`src/rtl/seqdet_pkg.sv`:
```
// seqdet_pkg: shared types and helpers for the serial sequence detector.
// State encoding and a saturating-increment helper.
package seqdet_pkg;

  typedef enum logic [1:0] {
    IDLE = 2'd0,
    FILL = 2'd1,
    RUN  = 2'd2
  } state_t;

  localparam logic [1:0] ST_IDLE = 2'd0;
  localparam logic [1:0] ST_FILL = 2'd1;
  localparam logic [1:0] ST_RUN  = 2'd2;

  function automatic logic [31:0] sat_inc(
    input logic [31:0] value,
    input logic [31:0] max
  );
    return (value >= max) ? max : value + 32'd1;
  endfunction

endpackage

```
`src/rtl/seqdet_sat_cnt.sv`:
```
// seqdet_sat_cnt: CNT_W saturating match counter.
// clr has priority over inc.
module seqdet_sat_cnt
  import seqdet_pkg::*;
#(
  parameter int CNT_W = 8
) (
  input  logic             clk,
  input  logic             rst,
  input  logic             inc,
  input  logic             clr,
  output logic [CNT_W-1:0] cnt
);

  localparam logic [CNT_W-1:0] MAX = '1;

  always_ff @(posedge clk or posedge rst) begin
    if (rst) begin
      cnt <= '0;
    end else if (clr) begin
      cnt <= '0;
    end else if (inc) begin
      cnt <= CNT_W'(sat_inc(32'(cnt), 32'(MAX)));
    end
  end

endmodule

```
`src/rtl/seq_detector_param.sv`:
```
// seq_detector_param: runtime-loadable PAT_W-bit serial pattern detector.
// Define SEQDET_MEALY_EN to add the combinational match_comb output.
module seq_detector_param
  import seqdet_pkg::*;
#(
  parameter int PAT_W = 4,
  parameter int CNT_W = 8
) (
  input  logic             clk,
  input  logic             rst,
  input  logic             en,
  input  logic             inp,
  input  logic             cfg_load,
  input  logic [PAT_W-1:0] pat,
  input  logic             ovl,
  input  logic             clr,
  output logic             match,
  output logic [CNT_W-1:0] match_cnt,
  output logic [1:0]       state_o
`ifdef SEQDET_MEALY_EN
  ,
  output logic             match_comb
`endif
);

  localparam int FW = $clog2(PAT_W + 1);

  state_t           state_q, state_d;
  logic [PAT_W-1:0] pat_q, pat_d;
  // Only the newest PAT_W-1 bits need storing; inp completes the window.
  logic [PAT_W-2:0] hist_q, hist_d;
  logic [FW-1:0]    fill_q, fill_d;
  logic             match_d;

  logic [PAT_W-1:0] nh;
  logic [FW-1:0]    fill_nx;
  logic             act;
  logic             hit;

  assign nh      = {hist_q, inp};
  assign fill_nx = FW'(sat_inc(32'(fill_q), 32'(PAT_W)));
  assign act     = en & (state_q != IDLE) & ~cfg_load;
  assign hit     = act
                 & (32'(fill_q) + 32'd1 >= 32'(PAT_W))
                 & (nh == pat_q);

  always_comb begin
    state_d = state_q;
    pat_d   = pat_q;
    hist_d  = hist_q;
    fill_d  = fill_q;
    match_d = 1'b0;
    unique case (1'b1)
      cfg_load: begin
        pat_d   = pat;
        hist_d  = '0;
        fill_d  = '0;
        state_d = FILL;
      end
      hit & ~ovl: begin
        hist_d  = '0;
        fill_d  = '0;
        state_d = FILL;
        match_d = 1'b1;
      end
      hit & ovl: begin
        hist_d  = nh[PAT_W-2:0];
        fill_d  = fill_nx;
        state_d = RUN;
        match_d = 1'b1;
      end
      act & ~hit: begin
        hist_d  = nh[PAT_W-2:0];
        fill_d  = fill_nx;
        if (fill_nx == FW'(PAT_W)) begin
          state_d = RUN;
        end
      end
      default: begin
      end
    endcase
  end

  always_ff @(posedge clk or posedge rst) begin
    if (rst) begin
      state_q <= IDLE;
      pat_q   <= '0;
      hist_q  <= '0;
      fill_q  <= '0;
      match   <= 1'b0;
    end else begin
      state_q <= state_d;
      pat_q   <= pat_d;
      hist_q  <= hist_d;
      fill_q  <= fill_d;
      match   <= match_d;
    end
  end

  seqdet_sat_cnt #(
    .CNT_W (CNT_W)
  ) u_cnt (
    .clk (clk),
    .rst (rst),
    .inc (hit),
    .clr (clr),
    .cnt (match_cnt)
  );

  assign state_o = state_q;

`ifdef SEQDET_MEALY_EN
  assign match_comb = hit;
`endif

endmodule
```
`config.mk`:
```
export PLATFORM = sky130hd
export DESIGN_NAME = seq_detector_param
export DESIGN_NICKNAME = d
export VERILOG_FILES = /design/src/rtl/seqdet_pkg.sv /design/src/rtl/seqdet_sat_cnt.sv /design/src/rtl/seq_detector_param.sv
export SDC_FILE = /design/constraint.sdc
export NUM_CORES = 1
export LEC_CHECK = 0
export CELL_PAD_IN_SITES_DETAIL_PLACEMENT = 1
export CELL_PAD_IN_SITES_GLOBAL_PLACEMENT = 2
export CORE_MARGIN = 10
export CORE_UTILIZATION = 34
export CTS_BUF_LIST = sky130_fd_sc_hd__clkbuf_4 sky130_fd_sc_hd__clkbuf_8
export DETAILED_ROUTE_END_ITERATION = 6
export GPL_TIMING_DRIVEN = 0
export PLACE_DENSITY_LB_ADDON = 0.15
export SYNTH_ARGS = -nofsm -noshare
export SYNTH_HDL_FRONTEND = slang
export SYNTH_HIERARCHICAL = 1
export SYNTH_SLANG_ARGS = --single-unit
```
`constraint.sdc`:
```
create_clock -name clk -period 2.9 [get_ports clk]
set_input_delay 0.58 -clock clk [delete_from_list [all_inputs] [get_ports clk]]
set_output_delay 0.58 -clock clk [all_outputs]
set_load 0.01 [all_outputs]
```
* After elaboration in Yosys (flattened, before gate mapping)
Cells that the tools add are included.
Cells by class: add/subtract/negate cells 2, order comparisons 3, equality and inequality tests 3, muxes and demuxes 9, bitwise operators 10, reductions and logical operators 8
Operators with widths (number):
- 2-to-1 mux 8 bit | 3
- one-hot mux 3 bit (2 select lines) | 2
- adder 8 x 1 -> 8 bit (second input constant) | 1
- >= comparator 8 bit (second input constant) | 1
- bitwise AND 1 bit | 7
- one-hot mux 2 bit (3 select lines) | 1
- nonzero test 2 bit | 3
- OR reduction 2 bit | 3
- adder 3 x 1 -> 4 bit (second input constant) | 1
- == test 4 bit | 1
- >= comparator 4 x 3 -> 1 bit (second input constant) | 1
- == test 3 bit (second input constant) | 1
- >= comparator 3 bit (second input constant) | 1
- 2-to-1 mux 3 bit | 1
- NOT 1 bit | 3
- nonzero test 3 bit | 1
- 2-to-1 mux 2 bit | 1
- inequality test 2 x 1 -> 1 bit (second input constant) | 1
- AND reduction 2 bit | 1
- 2-to-1 mux 1 bit | 1
Word-level totals: register bits 21, input bits 11, output and inout port bits 11, word-level logic and storage cells 41

* Depth between registers and ports, before layout
word-level depth 9, mapped depth 9, depth with buffers taken out 9

* Hierarchy
The synthesis kept the hierarchy.
Modules (own cells, without submodules):
- seq_detector_param | instances 1, cells an instance 55, area each 643.1 um^2, seq. area each 325.3 um^2
- seqdet_sat_cnt | instances 1, cells an instance 40, area each 439.2 um^2, seq. area each 200.2 um^2

* Worst setup path after synthesis
OpenSTA, ideal clock, no wires.
path kind register to register, from register fill_q[0], to register u_cnt.cnt[7], library setup time 0.134 ns, data arrival time 2.415 ns, data required time 2.766 ns, slack 0.351 ns, cell stages (with the launch flop) 10, buffers on the path 0, clock period less this slack 2.549 ns, path through dfrtp_1 ha_1 inv_1 ha_1 a31oi_1 or3_4 nor4_1 and4_4 and4_4 a211oi_2
On the way: longest elaborated chain between the ends 5
RTL lines:
- start: declaration | line seq_detector_param.sv:32 | logic [FW-1:0] fill_q, fill_d;
- start signal: assignment | line seq_detector_param.sv:95 | fill_q <= fill_d;
- adder 3 x 1 -> 4 bit | line seq_detector_param.sv:44 | & (32'(fill_q) + 32'd1 >= 32'(PAT_W))
- >= comparator 4 x 3 -> 1 bit | line seq_detector_param.sv:44
- bitwise AND 1 bit | line seq_detector_param.sv:44
- bitwise AND 1 bit | line seq_detector_param.sv:45 | & (nh == pat_q);
- named net hit | line seq_detector_param.sv:38 | logic hit;
- nonzero test 2 bit (no line)
- end signal: assignment | line seqdet_sat_cnt.sv:23 | cnt <= CNT_W'(sat_inc(32'(cnt), 32'(MAX)));
- end: declaration | line seqdet_sat_cnt.sv:12 | output logic [CNT_W-1:0] cnt
The timed path passes the listed nets, and every way through them passes these cells. A chain may end at the register's enable or synchronous reset.

* Final worst setup path
Same ends and word-level chain as after synthesis.

==> results_dict.tcl <==
set metrics [dict create \
    status "completed" \
    slowest_delay_ns 0.44 \
    cp_max_fo 7 \
    die_w_um 76.4 \
    critPathArrivalTime_ns 2.77 \
    finalHoldViolCount 0 \
    r2r_slack_ns 0.32 \
    grt_max_degree 14 \
    die_y_um 76.4 \
    setup.worst_path.end_class "register" \
    synth_commonest_cells "dfrtp_1 (21), inv_1 (7), a22o_2 (5), a31oi_1 (5)" \
    cts_tree "yes" \
    ys_async_sr_fraction_pct 100 \
    ys_ff_latch 21 \
    maxSlewViolCount 0 \
    syn_area_um2 1080 \
    p_per_area_nw_per_um2 381 \
    cts_buffers 3 \
    slew_headroom_pct 61.9 \
    slowest_stage "dfrtp_1" \
    cts_max_path_buffers 2 \
    finalWirelength_um 2560 \
    layout.cells.non_filler 163 \
    synth_top_area_cell "dfrtp_1" \
    seq_power_share_pct 59.4 \
    syn_avg_cell_area_um2 11.4 \
    p_sw_uw 137 \
    yosysMostFrequentCell "dfrtp_1" \
    avgViaCountPerCell 5.12 \
    antenna_found_initial 0 \
    route.antenna.remaining_nets 0 \
    clock-skew-final_ns 0.00868 \
    dieArea_um2 5840 \
    clk_pin_slew_worst_paths_ns 0.13 \
    maxCapViolations 0 \
    wire_per_inst_um 15.7 \
    yosys-top-cells-area "dfrtp_1 (49%), a22o_2 (4.6%), mux2_2 (4.2%), a211oi_2 (3.5%), ha_1 (3.5%)" \
    grt.total_usage_pct 8.96 \
    synth_nets 109 \
    layout_worst_path_cycle_share_pct 89.0 \
    place.gp.congestion 0.703 \
    initial_core_util_pct 35.5 \
    ir_drop_v 0.000218 \
    core_region_area_um2 3050 \
    pin_count 22 \
    critPathBufInv 1 \
    hold_class "in2async" \
    grt_pass1_vias 856 \
    root_buffer "clkbuf_4" \
    synthCells 95 \
    fin_crit_ns 2.58 \
    yosysSeqAreaShare_pct 48.6 \
    synth_enable_flop_cells 0 \
    synth.distinct_cells 34 \
    crit_required_ns 3.09 \
    area_delta_synth_final_pct 26.9 \
    max_freq_mhz 388 \
    setup_viol 0 \
    final_nets 134 \
    drc 0 \
    dpl.cell_count 159 \
    path_class "reg2reg" \
    grt_setup_unrepaired "no" \
    synth_flop_cell "dfrtp_1" \
    yosys.area.top_type_share_pct 48.6 \
    clkLatencyLatePin_ns 0.31 \
    comb_power_share_pct 11.9 \
    grt_pass1_wl_um 4340 \
    cts_setup_buffers 0 \
    startpoint_type "register" \
    timing.rr.end "u_cnt/cnt[7]$_DFFE_PP0P_" \
    post-route-util_pct 45.0 \
    gr-total-overflow 0 \
    drt_iter0_drc 23 \
    route.vias.total 834 \
    ctsHtreeMaxLevel 1 \
    fin_ws_ns 0.320 \
    port_buffers 20 \
    cp_cell_sequence "ha_1, inv_1, ha_1, a31oi_1, or3_4, nor4_2, and4_4, and4_4, a211oi_2" \
    r2r_cells 9 \
    power_leakage_nw 0.581 \
    swShare_pct 26.2 \
    critPathTopFamily "simple AND/OR/NAND/NOR gates" \
    tightest_slew_ns 0.566 \
    dr.pass1.iters 4 \
    clock_power_share_pct 28.7 \
    post-place-ws_ns -0.179 \
    p_int_uw 387 \
    finalSetupTns_ns 0 \
    hpwl_um 2000 \
    cts_sinks 21 \
    r2r_start "fill_q[0]$_DFFE_PP0P_" \
    row_count 20 \
    yosys_warnings 6 \
    drive_gt1_share_pct 20.2 \
    antenna_cells 0 \
]
[cell usage in the layout, fill, tap and decap left out, drive strengths merged, types with 5 or more instances in the layout]
cell and n:
dfrtp 21, a22o 5, a31oi 5, a21oi 5
clkdlybuf4s50 20, inv 7, clkbuf 5
[worst reg2reg max path: stages (launching register included)]
cell      delay [ns]
dfrtp_1         0.44
ha_1            0.16
inv_1           0.04
ha_1            0.26
a31oi_1         0.04
or3_4           0.43
nor4_2          0.44
and4_4          0.35
and4_4          0.23
a211oi_2        0.06
[area by class of cell]
cell class              count  area, um2
fillers                   358       1680
flip-flops and latches     21        526
multi-input cells          64        518
clock buffers               3       22.5
repair buffers             20        200
clock inverters             1       7.51
well taps                  44       55.1
plain buffers               3       18.8
inverters                   7       26.3
[worst max path at each step]
| stage | start | to | slack (ns) | cells after the start |
|---|---|---|---|---|
| 2_1_floorplan | fill_q[0]$_DFFE_PP0P_ | u_cnt/cnt[7]$_DFFE_PP0P_ | 0.35 | 9 |
| 3_3_place_gp | inp | u_cnt/cnt[7]$_DFFE_PP0P_ | -0.21 | 7 |
| 4_1_cts | fill_q[0]$_DFFE_PP0P_ | u_cnt/cnt[7]$_DFFE_PP0P_ | 0.30 | 9 |
| 6_report | fill_q[0]$_DFFE_PP0P_ | u_cnt/cnt[7]$_DFFE_PP0P_ | 0.32 | 9 |
| 3_5_place_dp | inp | u_cnt/cnt[7]$_DFFE_PP0P_ | -0.18 | 7 |
| 5_1_grt | fill_q[0]$_DFFE_PP0P_ | u_cnt/cnt[7]$_DFFE_PP0P_ | 0.11 | 9 |
[power by group through the flow]
stage,clock network [mW],logic (mW),registers (mW)
3_5_place_dp,0,0.0633,0.317
5_1_grt,0.175,0.0705,0.313
4_1_cts,0.161,0.0642,0.312
6_report,0.150,0.0624,0.311
3_3_place_gp,0,0.0605,0.316
2_1_floorplan,0,0.0384,0.315
[state kept, by name (all words and copies together) (netlist names)]
name / cells
u_cnt/cnt: 8
state_o: 2
match: 1
fill_q: 3
hist_q: 3
pat_q: 4
[logic make-up after synthesis]
family	synth area share (%)
buf+inv	4.16
mux	4.16
simple gates	14.7
flops	48.6
fa+ha+maj	3.47
xor+xnor	3.24
compound gates	21.7
[stage by stage]
stage               area, um2  power, mW  hold WS, ns
finish                   1370      0.524        0.541
global route             1370      0.558        0.557
CTS                      1370      0.536        0.548
detailed placement       1340      0.380        0.527
global placement         1340      0.377        0.505
floorplan                1080      0.353        0.396
[layer usage]
layer / vias to the layer above / wire length [um] / track usage [%] / share of wire [%]
li1: 410 / - / - / -
met1: 405 / 1260 / 12.1 / 49
met2: 17 / 1130 / 12.4 / 44
met3: 2 / 147 / 3.42 / 5.8
met4: 0 / 19 / 3.35 / 0.74
met5: - / 0 / 0 / 0
[repair_timing]
| item | CTS | global route |
|---|---|---|
| hold buffers | 0 | 0 |
| gates resized for setup | 1 | 0 |
| setup endpoints to repair | 2 | 0 |
No activity file was read; power rests on OpenSTA's default activity.
